--- src/rtl/aligning_deserializer.sv ---
// aligning_deserializer: C-channel 1:S deserializer with a shared, beat-granular
// frame boundary. The boundary moves one beat later per slip, requested either
// externally or by a training FSM that hunts for TRAIN_PATTERN on channel 0.
// Optional build macro DESER_LSB_FIRST_EN: beats enter at the LSB, so the first
// beat of a word lands in the MSB slice. Default build inserts at the MSB.
module aligning_deserializer #(
  parameter int              D             = 8,
  parameter int              S             = 4,
  parameter int              C             = 1,
  parameter logic [D*S-1:0]  TRAIN_PATTERN = 32'hA5C3_0FF0,
  parameter int              MATCH_COUNT   = 4,
  parameter int              SETTLE_WORDS  = 2
) (
  input  logic                   high_speed_clock,
  input  logic                   reset_n,
  input  logic [C*D-1:0]         data_in,
  input  logic                   data_in_valid,
  input  logic                   slip,
  input  logic                   train_en,
  output logic [C*D*S-1:0]       data_out,
  output logic                   data_out_valid,
  output logic                   aligned,
  output logic                   align_error,
  output logic [$clog2(S)-1:0]   slip_count
);

  localparam int CW = $clog2(S);
  localparam int MW = $clog2(MATCH_COUNT + 1);
  localparam int TW = $clog2(S + 1);
  localparam int WW = (SETTLE_WORDS > 0) ? $clog2(SETTLE_WORDS + 1) : 1;

  typedef enum logic [2:0] {
    ST_IDLE, ST_CHECK, ST_SLIP, ST_WAIT, ST_LOCKED, ST_FAIL
  } state_t;

  state_t            state, state_next;
  logic [CW-1:0]     beat_count;
  logic              pending;
  logic [C*D*S-1:0]  shreg, shreg_next;
  logic [MW-1:0]     match_cnt, match_next;
  logic [TW-1:0]     tries, tries_next;
  logic [WW-1:0]     settle, settle_next;
  logic              aligned_next, align_error_next;
  logic              boundary, slip_req;

  // The beat completing a word always emits it; a pending slip waits for a
  // non-boundary beat so no word is ever cut short.
  assign boundary = (beat_count == CW'(S - 1));

  // External requests only count while training is not steering the boundary.
  assign slip_req = (slip && (state == ST_IDLE || state == ST_LOCKED)) ||
                    (state == ST_SLIP);

  genvar gi;
  generate
    for (gi = 0; gi < C; gi++) begin : g_ch
`ifdef DESER_LSB_FIRST_EN
      assign shreg_next[gi*D*S +: D*S] = {shreg[gi*D*S +: D*(S-1)], data_in[gi*D +: D]};
`else
      assign shreg_next[gi*D*S +: D*S] = {data_in[gi*D +: D], shreg[gi*D*S+D +: D*(S-1)]};
`endif
    end
  endgenerate

  // Capture path: shift valid beats, emit words on the boundary, apply slips.
  always_ff @(posedge high_speed_clock or negedge reset_n) begin
    if (!reset_n) begin
      beat_count     <= '0;
      slip_count     <= '0;
      shreg          <= '0;
      data_out       <= '0;
      data_out_valid <= 1'b0;
      pending        <= 1'b0;
    end else begin
      data_out_valid <= 1'b0;
      if (data_in_valid) begin
        shreg <= shreg_next;
        if (boundary) begin
          data_out       <= shreg_next;
          data_out_valid <= 1'b1;
          beat_count     <= '0;
        end else if (pending) begin
          slip_count <= (slip_count == CW'(S - 1)) ? '0 : slip_count + CW'(1);
        end else begin
          beat_count <= beat_count + CW'(1);
        end
      end
      if (pending) begin
        if (data_in_valid && !boundary) pending <= 1'b0;
      end else if (slip_req) begin
        pending <= 1'b1;
      end
    end
  end

  // Training FSM state and bookkeeping registers.
  always_ff @(posedge high_speed_clock or negedge reset_n) begin
    if (!reset_n) begin
      state       <= ST_IDLE;
      match_cnt   <= '0;
      tries       <= '0;
      settle      <= '0;
      aligned     <= 1'b0;
      align_error <= 1'b0;
    end else begin
      state       <= state_next;
      match_cnt   <= match_next;
      tries       <= tries_next;
      settle      <= settle_next;
      aligned     <= aligned_next;
      align_error <= align_error_next;
    end
  end

  // Training next-state: compare channel 0 on each emitted word, slip on miss.
  always_comb begin
    state_next       = state;
    match_next       = match_cnt;
    tries_next       = tries;
    settle_next      = settle;
    aligned_next     = aligned;
    align_error_next = align_error;
    if (!train_en) begin
      state_next = ST_IDLE;
    end else begin
      case (state)
        ST_IDLE: begin
          state_next       = ST_CHECK;
          match_next       = '0;
          tries_next       = '0;
          aligned_next     = 1'b0;
          align_error_next = 1'b0;
        end
        ST_CHECK: begin
          if (data_out_valid) begin
            if (data_out[D*S-1:0] == TRAIN_PATTERN) begin
              match_next = match_cnt + MW'(1);
              if (match_cnt == MW'(MATCH_COUNT - 1)) begin
                state_next   = ST_LOCKED;
                aligned_next = 1'b1;
              end
            end else begin
              match_next = '0;
              tries_next = tries + TW'(1);
              if (tries == TW'(S - 1)) begin
                state_next       = ST_FAIL;
                align_error_next = 1'b1;
              end else begin
                state_next = ST_SLIP;
              end
            end
          end
        end
        ST_SLIP: begin
          settle_next = '0;
          state_next  = (SETTLE_WORDS == 0) ? ST_CHECK : ST_WAIT;
        end
        ST_WAIT: begin
          if (data_out_valid) begin
            if (settle == WW'(SETTLE_WORDS - 1)) state_next = ST_CHECK;
            else settle_next = settle + WW'(1);
          end
        end
        ST_LOCKED: ;
        ST_FAIL:   ;
        default:   state_next = ST_IDLE;
      endcase
    end
  end

endmodule

--- config.mk ---
export PLATFORM = sky130hd
export DESIGN_NAME = aligning_deserializer
export DESIGN_NICKNAME = d
export VERILOG_FILES = /design/src/rtl/aligning_deserializer.sv
export SDC_FILE = /design/constraint.sdc
export NUM_CORES = 1
export LEC_CHECK = 0
export ABC_AREA = 1
export CAP_MARGIN = 0
export CELL_PAD_IN_SITES_DETAIL_PLACEMENT = 0
export CELL_PAD_IN_SITES_GLOBAL_PLACEMENT = 1
export CORE_MARGIN = 2
export CORE_UTILIZATION = 40
export DETAILED_ROUTE_END_ITERATION = 12
export PLACE_DENSITY = 0.79
export SYNTH_ARGS = -nofsm -noshare
export SYNTH_HDL_FRONTEND = slang
export SYNTH_SLANG_ARGS = --single-unit
--- constraint.sdc ---
create_clock -name high_speed_clock -period 1.9 [get_ports high_speed_clock]
set_clock_uncertainty 0.1 [all_clocks]
set_input_delay 0.285 -clock high_speed_clock [delete_from_list [all_inputs] [get_ports high_speed_clock]]
set_output_delay 0.285 -clock high_speed_clock [all_outputs]
set_load 0.005 [all_outputs]
-- Word-level counts from Yosys, hierarchy flattened
Cells that the tools add are included.
- bits in registers: 83
- input bits: 13
- output and inout port bits: 37
- logic and storage cells: 93
- $add $sub $neg: 5
- eq/ne operators: 24
- muxes and demuxes: 33
- bitwise logic cells: 1
- reduce and logical (&&, ||, !) cells: 18
- operator list (cell ; number):
    two-way mux 3 bit ; 11
    equality test 32 bit, second input constant ; 1
    inequality test 2 bit, second input constant ; 8
    case mux 3 bit (5 select lines) ; 1
    AND reduction 5 bit ; 3
    equality test 3 x 2 -> 1 bit, second input constant ; 4
    case mux 3 bit (2 select lines) ; 2
    two-way mux 1 bit ; 11
    two-way mux 2 bit ; 5
    inequality test 3 bit, second input constant ; 3
    AND reduction 4 bit ; 2
    adder 2 x 1 -> 2 bit, second input constant ; 3
    adder 3 x 1 -> 3 bit, second input constant ; 2
    equality test 3 bit, second input constant ; 2
    AND reduction 3 bit ; 2
    equality test 2 bit, second input constant ; 2
    inequality test 4 bit, second input constant ; 1
    case mux 1 bit (2 select lines) ; 2
    case mux 2 bit (2 select lines) ; 1
    AND reduction 2 bit ; 2
    nonzero test 2 bit ; 2
    equality test 3 x 1 -> 1 bit, second input constant ; 1
    zero test 3 bit ; 1
    equality test 2 x 1 -> 1 bit, second input constant ; 1
    6 further kinds ; 8

-- Logic depth before layout (Yosys ltp)
- word-level depth: 6
- gate-level depth with buffers: 11

-- Worst setup path before layout
OpenSTA, ideal clock, no wires.
- path kind: flip-flop to flip-flop
- start point: register beat_count[0]
- end point: register slip_count[1]
- setup time: 0.125 ns
- arrival: 1.199 ns
- required time: 1.675 ns
- slack: 0.477 ns
- stages on the path, launching flop included: 6
- path buffers: 0
- period minus slack after synthesis: 1.423 ns
- path through: dfrtp_1 -> ha_1 -> inv_1 -> nand2_1 -> nor2_1 -> mux2_2
- longest elaborated chain between the ends: 3
- RTL lines (item ; line ; RTL):
    start, declared ; 37 ; logic [CW-1:0] beat_count;
    start signal, assigned ; 85 ; beat_count <= beat_count + CW'(1);
    equality test 2 bit ; 48 ; assign boundary = (beat_count == CW'(S - 1));
    inverter 1 bit (no line) ; -- ;
    AND reduction 3 bit (no line) ; -- ;
    end signal, assigned ; 83 ; slip_count <= (slip_count == CW'(S - 1)) ? '0 : slip_count + CW'(1);
    end, declared ; 24 ; output logic [$clog2(S)-1:0] slip_count
Every way passes these cells.
A chain may end at the register's enable or synchronous reset.

-- Final worst setup path
- start point: register state[2]
- end point: register state[0]
- longest elaborated chain between the ends: 4
- RTL lines (item ; line ; RTL):
    start, declared ; 36 ; state_t state, state_next;
    start signal, assigned ; 106 ; state <= state_next;
    equality test 3 bit ; 126 ; case (state)
    OR reduction 2 bit (no line) ; -- ;
    case mux 3 bit (5 select lines) or inequality test 2 bit (tied branches) ; -- ;
    two-way mux 3 bit or AND reduction 5 bit (tied branches) ; -- ;
Parallel ways exist; a longest one is shown, timed or not.

==> out/qor.txt <==
RSZ-0062 raised after global routing -> no
hold_buf cts -> 1
minimum clock period -> 1.71 ns
Worst Path Required -> 2.03 ns
Netlist Area Pre-Place -> 3250 um^2
flops & latches, synth -> 75
Layout area overhead -> 26.0%
Overall Power -> 0.00572 W
worst-path maximum fanout -> 6
commonest non-fill, non-tap cells in the layout -> nand2_1, dfrtp_1, inv_1, o21ai_0, clkdlybuf4s50_1
drt pass-1 iters -> 4
FP Rows -> 32
final setup violation count -> 0
FF-to-FF setup slack -> 0.19 ns
Skew-Pair Late Insertion Delay -> 0.34 ns
share of the synthesized area in the top cell type -> 57.8%
Core Region -> 7810 um^2
WP data arrival -> 1.84 ns
hold slack -> 0.296 ns
# diodes -> 0
area leader, netlist -> dfrtp_1
Peak supply drop -> 0.742 mV
CTS Buffer Depth -> 2
reported max-cap violation count -> 0
ranking of synthesized cells by area -> dfrtp_1, nand2_1, o21ai_0
clk root buf -> clkbuf_8
largest stage delay on the critical path -> 0.38 ns
cells along the critical path -> inv_1, nand2_4, nor2_4, inv_2, nor2_1, nand3_1, nand2_2, nor2_1, nand2_1, nand2_1
routability congestion estimate from global placement -> 0.819
1st-iter DRT viols -> 180
layout cells sized above 1 -> 7.08%
Storage cell area -> 1880 um^2
CTS resizes -> 0
Power Dens Cells -> 1400 nW/um^2
Avg WL per Cell -> 12.4 um
Multi-input gate area -> 1120 um^2
Vias -> 2,515
Synth Net Count -> 397
Mapped Cells -> 377
Slew headroom -> 67.9%
# port buffers -> 49
initial antenna violation count -> 0
Avg Cell Area, Syn -> 8.62 um^2
vias in the first global route -> 2,474
final core utilization -> 52.4%
commonest non-fill, non-tap cell in the layout -> nand2_1
# IOs -> 50
worst min path class -> in -> async
CTS tree -> done
CTS clk-pin slew, worst paths -> 0.08 ns
clock sink count -> 75
synth warn -> 0
WL final -> 6690 um
slowest cell on the critical path -> dfrtp_1
global-route wire length before repair -> 11,600 um
critical path endpoint category -> flop
post-CTS setup buffer count -> 0
Period Utilization, post-route -> 89.8%
Static Leak -> 1.94 nW
run status -> complete, no violations
DR vias/cell -> 4.66
Layout Nets -> 453
share of the yosys chip area belonging to registers -> 57.8%
worst-margin pin slew -> 0.478 ns
Slew Viols, Final -> 0
total track usage -> 17.0%
Starting Density -> 41.6%
final hold vios -> 0
largest net degree at the start of global routing -> 61
total congestion overflow -> 0
DP Wirelength -> 4780 um
Filler Cells Inserted -> 774
Startpoint Class -> flop
CTS buffer count -> 9
htree depth -> 3
CP Class -> reg -> reg
Die Y -> 94.1 um
setup TNS -> 0 ns
Residual DRC -> 0
Distinct cells, synth -> 23
achievable frequency -> 586 MHz
Die Width -> 94.1 um
post-route ant nets -> 0
Die Area -> 8860 um^2
==> power breakdown <==
group / switching (W) / internal (W)
combinational: 0.000964 / 0.00107
clock: 0.000604 / 0.000610
sequential: 0.000377 / 0.00209
total: 0.00194 / 0.00377
==> worst paths after layout <==
| check | from | end | cells after the start |
|---|---|---|---|
| worst max-delay path | state[2] | state[0] | 10 |
| worst min-delay path | reset_n | data_out[25] | 2 |
| worst max register to register | state[2] | state[0] | 10 |
| worst min register to register | tries[2] | tries[2] | 2 |
| max in group asynchronous | reset_n | match_cnt[0] | 3 |
| min in group high_speed_clock | tries[2] | tries[2] | 2 |
==> logic make-up (layout without fill, tap and decap cells) <==
group           after synthesis  count (layout)  share of synthesized area, %
simple gates                154             154                          19.4
flops                        75              75                          57.8
buf+inv                      67             128                          7.74
compound gates               71              71                          11.4
fa+ha+maj                     7               7                          2.70
mux                           3               3                          1.00
==> synth_stat cells <==
cell type    n
nand2_1    114
dfrtp_1     75
inv_1       55
o21ai_0     55
nor2_1      21
clkbuf_1    11
nand3_1     10
a21oi_1      8
ha_1         7
mux2_2       2
nand2_2      2
nor2_4       2
o21a_1       2
o22ai_1      2
o31ai_1      2
or2_0        2
a21oi_2      1
inv_2        1
mux2i_1      1
nand2_4      1
nand3b_1     1
nand4_1      1
o21ai_1      1
==> per-layer routing <==
metal | global-route usage (%) | wire length, um
met1 | 23.7 | 3330
met2 | 25.9 | 3010
met3 | 2.89 | 214
met4 | 7.97 | 142
met5 | 0 | 0
==> per-stage QoR <==
stage / instances / setup WS [ns] / cell area [um^2]
finish: 540 / 0.194 / 4090
global placement: 523 / 0.146 / 3890
floorplan: 377 / 0.477 / 3250
CTS: 540 / 0.202 / 4090
global route: 540 / 0.00553 / 4090
detailed placement: 523 / 0.165 / 3890
==> layout make-up <==
class / instances / area share, %
Clock buffer: 10 / 3.12
Clock inverter: 6 / 1.59
Inverter: 56 / 5.13
Multi-Input combinational cell: 235 / 27.4
Sequential cell: 75 / 45.8
Tap cell: 102 / 3.12
Timing Repair Buffer: 56 / 13.8
==> sequential cells by signal, summed over array words and instances (netlist names) <==
signal,cells
beat_count,2
match_cnt,3
state,3
slip_count,2
pending,1
tries,3
data_out,32
shreg,24
settle,2
data_out_valid,1
align_error,1
aligned,1
==> critical path, delay by kind of cell, from the launching register on <==
family	cells	cell delay (ns)
simple gates	8	0.87
buf+inv	2	0.24
flops	1	0.38
(Power assumes the default switching activity.)
